**config.mk**
```make
export PLATFORM = sky130hd
export DESIGN_NAME = if_stage
export DESIGN_NICKNAME = d
export VERILOG_FILES = /design/src/rtl/if_stage.sv
export SDC_FILE = /design/constraint.sdc
export NUM_CORES = 1
export LEC_CHECK = 0
export CAP_MARGIN = 25
export CORE_ASPECT_RATIO = 1.5
export CORE_UTILIZATION = 38
export CTS_CLUSTER_DIAMETER = 120
export CTS_CLUSTER_SIZE = 30
export DETAILED_ROUTE_END_ITERATION = 7
export GPL_TIMING_DRIVEN = 0
export PLACE_DENSITY = 0.85
export SLEW_MARGIN = 20
export SYNTH_ARGS = -nofsm -noshare
export SYNTH_HDL_FRONTEND = slang
export SYNTH_SLANG_ARGS = --single-unit
```
**constraint.sdc**
```tcl
create_clock -name clk -period 1.69 [get_ports clk]
set_input_delay 0.2535 -clock clk [delete_from_list [all_inputs] [get_ports clk]]
set_output_delay 0.2535 -clock clk [all_outputs]
set_load 0.005 [all_outputs]
```
**src/rtl/if_stage.sv**
```systemverilog
// Instruction-fetch stage and IF/ID pipeline register for the 5-stage MIPS pipeline.
// Optional macro DELAY_SLOT_EN: j/jr/jalr keep the fetched delay-slot instruction instead of flushing.
module if_stage #(
  parameter logic [31:0] RESET_PC  = 32'h0000_0000,
  parameter logic [31:0] NOP_INSTR = 32'h0000_0000
) (
  input  logic        clk,
  input  logic        reset,
  input  logic [1:0]  PC_src,
  input  logic [31:0] branch_target,
  input  logic [31:0] jr_target,
  input  logic        load_use_stall,
  input  logic [31:0] imem_rdata,
  output logic [31:0] imem_addr,
  output logic [31:0] pc,
  output logic [31:0] ID_instruction,
  output logic [31:0] ID_pc_plus4,
  output logic        ID_valid
);

  localparam logic [1:0] PC_SEQ = 2'b00;
  localparam logic [1:0] PC_BR  = 2'b01;
  localparam logic [1:0] PC_J   = 2'b10;
  localparam logic [1:0] PC_JR  = 2'b11;

  logic [31:0] pc_q, pc_d;
  logic [31:0] instr_q, instr_d;
  logic [31:0] pp4_q, pp4_d;
  logic        valid_q, valid_d;

  logic [31:0] pc_plus4;
  logic [31:0] jump_target;
  logic        unused_low_bits;

  assign pc_plus4    = pc_q + 32'd4;
  assign jump_target = {pp4_q[31:28], instr_q[25:0], 2'b00};
  // Targets are word-aligned by construction; the low bits are intentionally dropped.
  assign unused_low_bits = ^{branch_target[1:0], jr_target[1:0]};

  always_comb begin
    pc_d    = pc_q;
    instr_d = instr_q;
    pp4_d   = pp4_q;
    valid_d = valid_q;
    if (PC_src == PC_BR) begin
      // A taken branch wins over a stall: the stalled ID instruction is wrong-path.
      pc_d    = {branch_target[31:2], 2'b00};
      instr_d = NOP_INSTR;
      pp4_d   = '0;
      valid_d = 1'b0;
    end else if (!load_use_stall) begin
      case (PC_src)
        PC_J, PC_JR: begin
          pc_d = (PC_src == PC_J) ? jump_target : {jr_target[31:2], 2'b00};
`ifdef DELAY_SLOT_EN
          instr_d = imem_rdata;
          pp4_d   = pc_plus4;
          valid_d = 1'b1;
`else
          instr_d = NOP_INSTR;
          pp4_d   = '0;
          valid_d = 1'b0;
`endif
        end
        default: begin
          pc_d    = pc_plus4;
          instr_d = imem_rdata;
          pp4_d   = pc_plus4;
          valid_d = 1'b1;
        end
      endcase
    end
  end

  always_ff @(posedge clk) begin
    if (reset) begin
      pc_q    <= RESET_PC;
      instr_q <= NOP_INSTR;
      pp4_q   <= '0;
      valid_q <= 1'b0;
    end else begin
      pc_q    <= pc_d;
      instr_q <= instr_d;
      pp4_q   <= pp4_d;
      valid_q <= valid_d;
    end
  end

  assign pc             = pc_q;
  assign imem_addr      = pc_q;
  assign ID_instruction = instr_q;
  assign ID_pc_plus4    = pp4_q;
  assign ID_valid       = valid_q;

endmodule

```
==> parameters.txt <==
Parameter                              Value

Synth
  Synthesis Warnings    0
  Mean instance size in the synthesized netlist    8.130 um^2
  Dominant cell type by area after synthesis    dfxtp_1
  Synth area leaders    dfxtp_1, nor2_1, a22oi_1
  Synth Cell Area    5032 um^2
  Syn nets    721
  Synth Instances    619
  Count of flip-flops with a built-in enable after synthesis    0
  Ys async rst share    0
  Sequential cell area fraction in the yosys report    0.3779
  Flip-flop and latch count after synthesis    95
  Yosys cell types    61
  Fraction of synthesized cell area taken by the top area cell type    0.3779
  Prevailing post-synth register cell    dfxtp_1

Floorplanning
  Die Area    13720 um^2
  Starting Density    0.3885
  Core Area    12950 um^2
  Site Rows    51
  Die boundary width    95.96 um
  IO Count    230
  Y dimension of the die    142.9 um

Critical path
  Worst reg2reg setup slack    -210 ps
  Terminus of the critical flop-to-flop path    imem_addr[22]
  Signal arrival time at the worst endpoint    2170 ps
  Launch point of the critical path    imem_addr[16]
  Kind of capture point of the worst setup path    flip-flop
  Largest driver fanout on the critical path    5
  Source of the worst register-to-register timing path    imem_addr[16]
  Startpoint Class    flip-flop
  R2R cell count    6
  Critical path data required time    1960 ps
  Classification of the worst setup path    flip-flop to flip-flop

Global routing
  All-layer global routing usage    0.3038
  Largest net degree at the start of global routing    18
  Global-route wire length before repair    31020 um
  GRT Residual Overflow    0
  Antenna violations before repair    0
  Vias in the first global route    5746

Timing
  Number of hold violations in the final report    0
  Final hold slack    410.7 ps
  RSZ-0062 raised after global routing    yes
  # setup viols final    23
  Worst-case headroom to the max-slew limit    0.5155
  Slew @ Worst Pin    726.8 ps
  Worst path setup slack after routing    -213.8 ps
  Fin. max-slew vios    0
  Share of the clock period used by the worst path    1.126
  Crit path time final    1904 ps
  Setup skew after layout    8.158 ps
  Maximum clock frequency    0.5253 GHz

Layout
  Most common cell after layout, fill and taps aside    clkdlybuf4s50_1
  Layout cell share with drive strength beyond 1    0.2336
  Top library cells by usage in the layout, fill and taps aside    clkdlybuf4s50_1, buf_4, nor2_1, dfxtp_1, nand2_1
  Synth-to-layout area growth    71.63%
  Cell area after layout    8637 um^2
  Diode count    0
  Net count reported at finish    1013

Routing
  Post-route DRC violation count    0
  Detailed-route via count    6311
  Count of routing violations after the opening detailed-route iteration    875
  Post-route antenna net violation count    0
  Number of iterations in the first detailed-routing pass    5
  Uppermost metal layer occupied by signal nets    met4
  Wire length on met3    2007 um
  Via-per-instance ratio    5.871
  Total Routed Length    22000 um
  WL/cell    20.46 um
  Detailed-routed wire length on met2    10880 um
  Met1 Wirelength    7623 um

Placement
  Placer Congestion    0.9528
  IO buf count    222
  Detailed Place HPWL    15300 um
  Cell area after placement    7507 um^2

Status
  Result of the run    complete, but fails checks
  Violations in the final reports    setup timing

Hold path
  Endpoint with the worst hold slack    imem_addr[17]
  Worst hold start    load_use_stall
  Hold depth    4
  Path category of the worst min-delay check    primary input to flip-flop

Clock tree
  Depth of the CTS H-tree    3
  Maximum buffer depth of the clock tree    2
  Root Buffer Master    clkbuf_16
  CTS sink cnt    95
  Clock latency on the worst-skew pair    360 ps
  Clock transition at the registers of the reported paths    70 ps
  Total clock buffers created by CTS    9
  CTS tree    yes

Power and ir drop
  Power density normalized to cell area    687.8 nW/um^2
  Peak ir drop on the vdd network    0.5278 mV
  Total power consumption of the routed design    5.941 mW
  Leakage power    3.292 nW

Run
  Max-cap viol count    0
cell type report:
type / instances / area [um^2]
Sequential cell: 95 / 1976
Clock inverter: 7 / 80.08
Buffer: 80 / 498.0
Multi-Input combinational cell: 434 / 2913
Tap cell: 159 / 198.9
Clock buffer: 9 / 225.2
Fill cell: 1036 / 4317
Timing Repair Buffer: 281 / 2705
Inverter: 10 / 41.29
report_power, final:
part	switching, mW	leakage, nW	total, mW	internal (mW)
Sequential	0.128	0.789	2.45	2.32
Clock	0.986	0.136	2.15	1.16
Combinational	0.587	2.37	1.34	0.752
Total	1.70	3.29	5.94	4.24
per-stage QoR:
step / utilization / std cells / TNS, ps / setup WS, ps
5_1_grt: 0.6668 / 1075 / -3257 / -258.2
4_1_cts: 0.6315 / 1042 / -175.5 / -95.92
6_report: 0.6668 / 1075 / -1361 / -213.8
2_1_floorplan: - / 619 / -45.10 / -45.10
3_5_place_dp: 0.5795 / 1000 / -45010 / -774.9
3_3_place_gp: 0.5795 / 1000 / -43060 / -757.1
metal layers:
metal / GRT usage / vias to the layer above
met5: 0 / -
met4: 0.2019 / 0
met3: 0.04420 / 121
met2: 0.5109 / 480
met1: 0.3509 / 2916
li1: - / 2794
critical path, cell delays in order (launching register included):
cell and delay, ps:
dfxtp_4 370, nand4_1 150, buf_6 170, or4_4 550
nor4_2 220, nor2_1 90, a221oi_2 250
registers in the layout, summed over array words and instances (netlist names):
name            flops
ID_instruction     32
ID_pc_plus4        31
imem_addr          31
ID_valid            1
timing repair:
item                       CTS  global route
setup endpoints to repair   96            58
hold buffers                 0             0
gates resized for setup     62            56
pin swaps                   12            22
gates cloned                 1             0
setup buffers               26            33
kinds of logic (layout without fill, tap and decap cells):
logic type | after synthesis | after routing | share of synthesized area
simple gates | 215 | 216 | 0.2096
compound gates | 176 | 176 | 0.2372
flops | 95 | 95 | 0.3779
buf+inv | 91 | 387 | 0.09622
xor+xnor | 23 | 23 | 0.04003
mux | 18 | 18 | 0.03655
fa+ha+maj | 1 | 1 | 0.002486
Yosys cell counts (2+ instances only):
| cell type | n |
|---|---|
| o31ai_1 | 3 |
| nand2b_1 | 2 |
| clkbuf_1 | 35 |
| nor4_1 | 3 |
| a22oi_1 | 44 |
| buf_1 | 2 |
| dfxtp_1 | 95 |
| a31oi_1 | 6 |
| mux2i_1 | 15 |
| or3_1 | 4 |
| o32ai_1 | 2 |
| nor2b_1 | 4 |
| o21a_1 | 2 |
| o211ai_1 | 2 |
| a21oi_1 | 24 |
| a221oi_1 | 14 |
| inv_1 | 9 |
| and4_1 | 3 |
| o22ai_1 | 7 |
| nand3_2 | 3 |
| o21ai_0 | 37 |
| buf_2 | 8 |
| nand3_1 | 13 |
| nand2_1 | 55 |
| o21bai_1 | 3 |
| nand4_1 | 7 |
| and3_1 | 7 |
| o2bb2ai_1 | 2 |
| o21ai_1 | 7 |
| a211oi_1 | 7 |
| nor3_1 | 9 |
| o31a_1 | 3 |
| buf_4 | 35 |
| mux2_2 | 3 |
| nor2_1 | 91 |
| a311oi_1 | 5 |
| nor4_4 | 2 |
| nor4_2 | 2 |
| xor2_1 | 11 |
| xnor2_1 | 12 |
how the worst max path moves through the flow:
stage | end | slack (ps) | depth (start not counted)
floorplan | imem_addr[22] | -50 | 6
global placement | imem_addr[16] | -760 | 7
detailed placement | imem_addr[3] | -770 | 8
CTS | imem_addr[22] | -100 | 6
global route | imem_addr[22] | -260 | 6
finish | imem_addr[22] | -210 | 6
No activity file was read; power rests on OpenSTA's default activity.
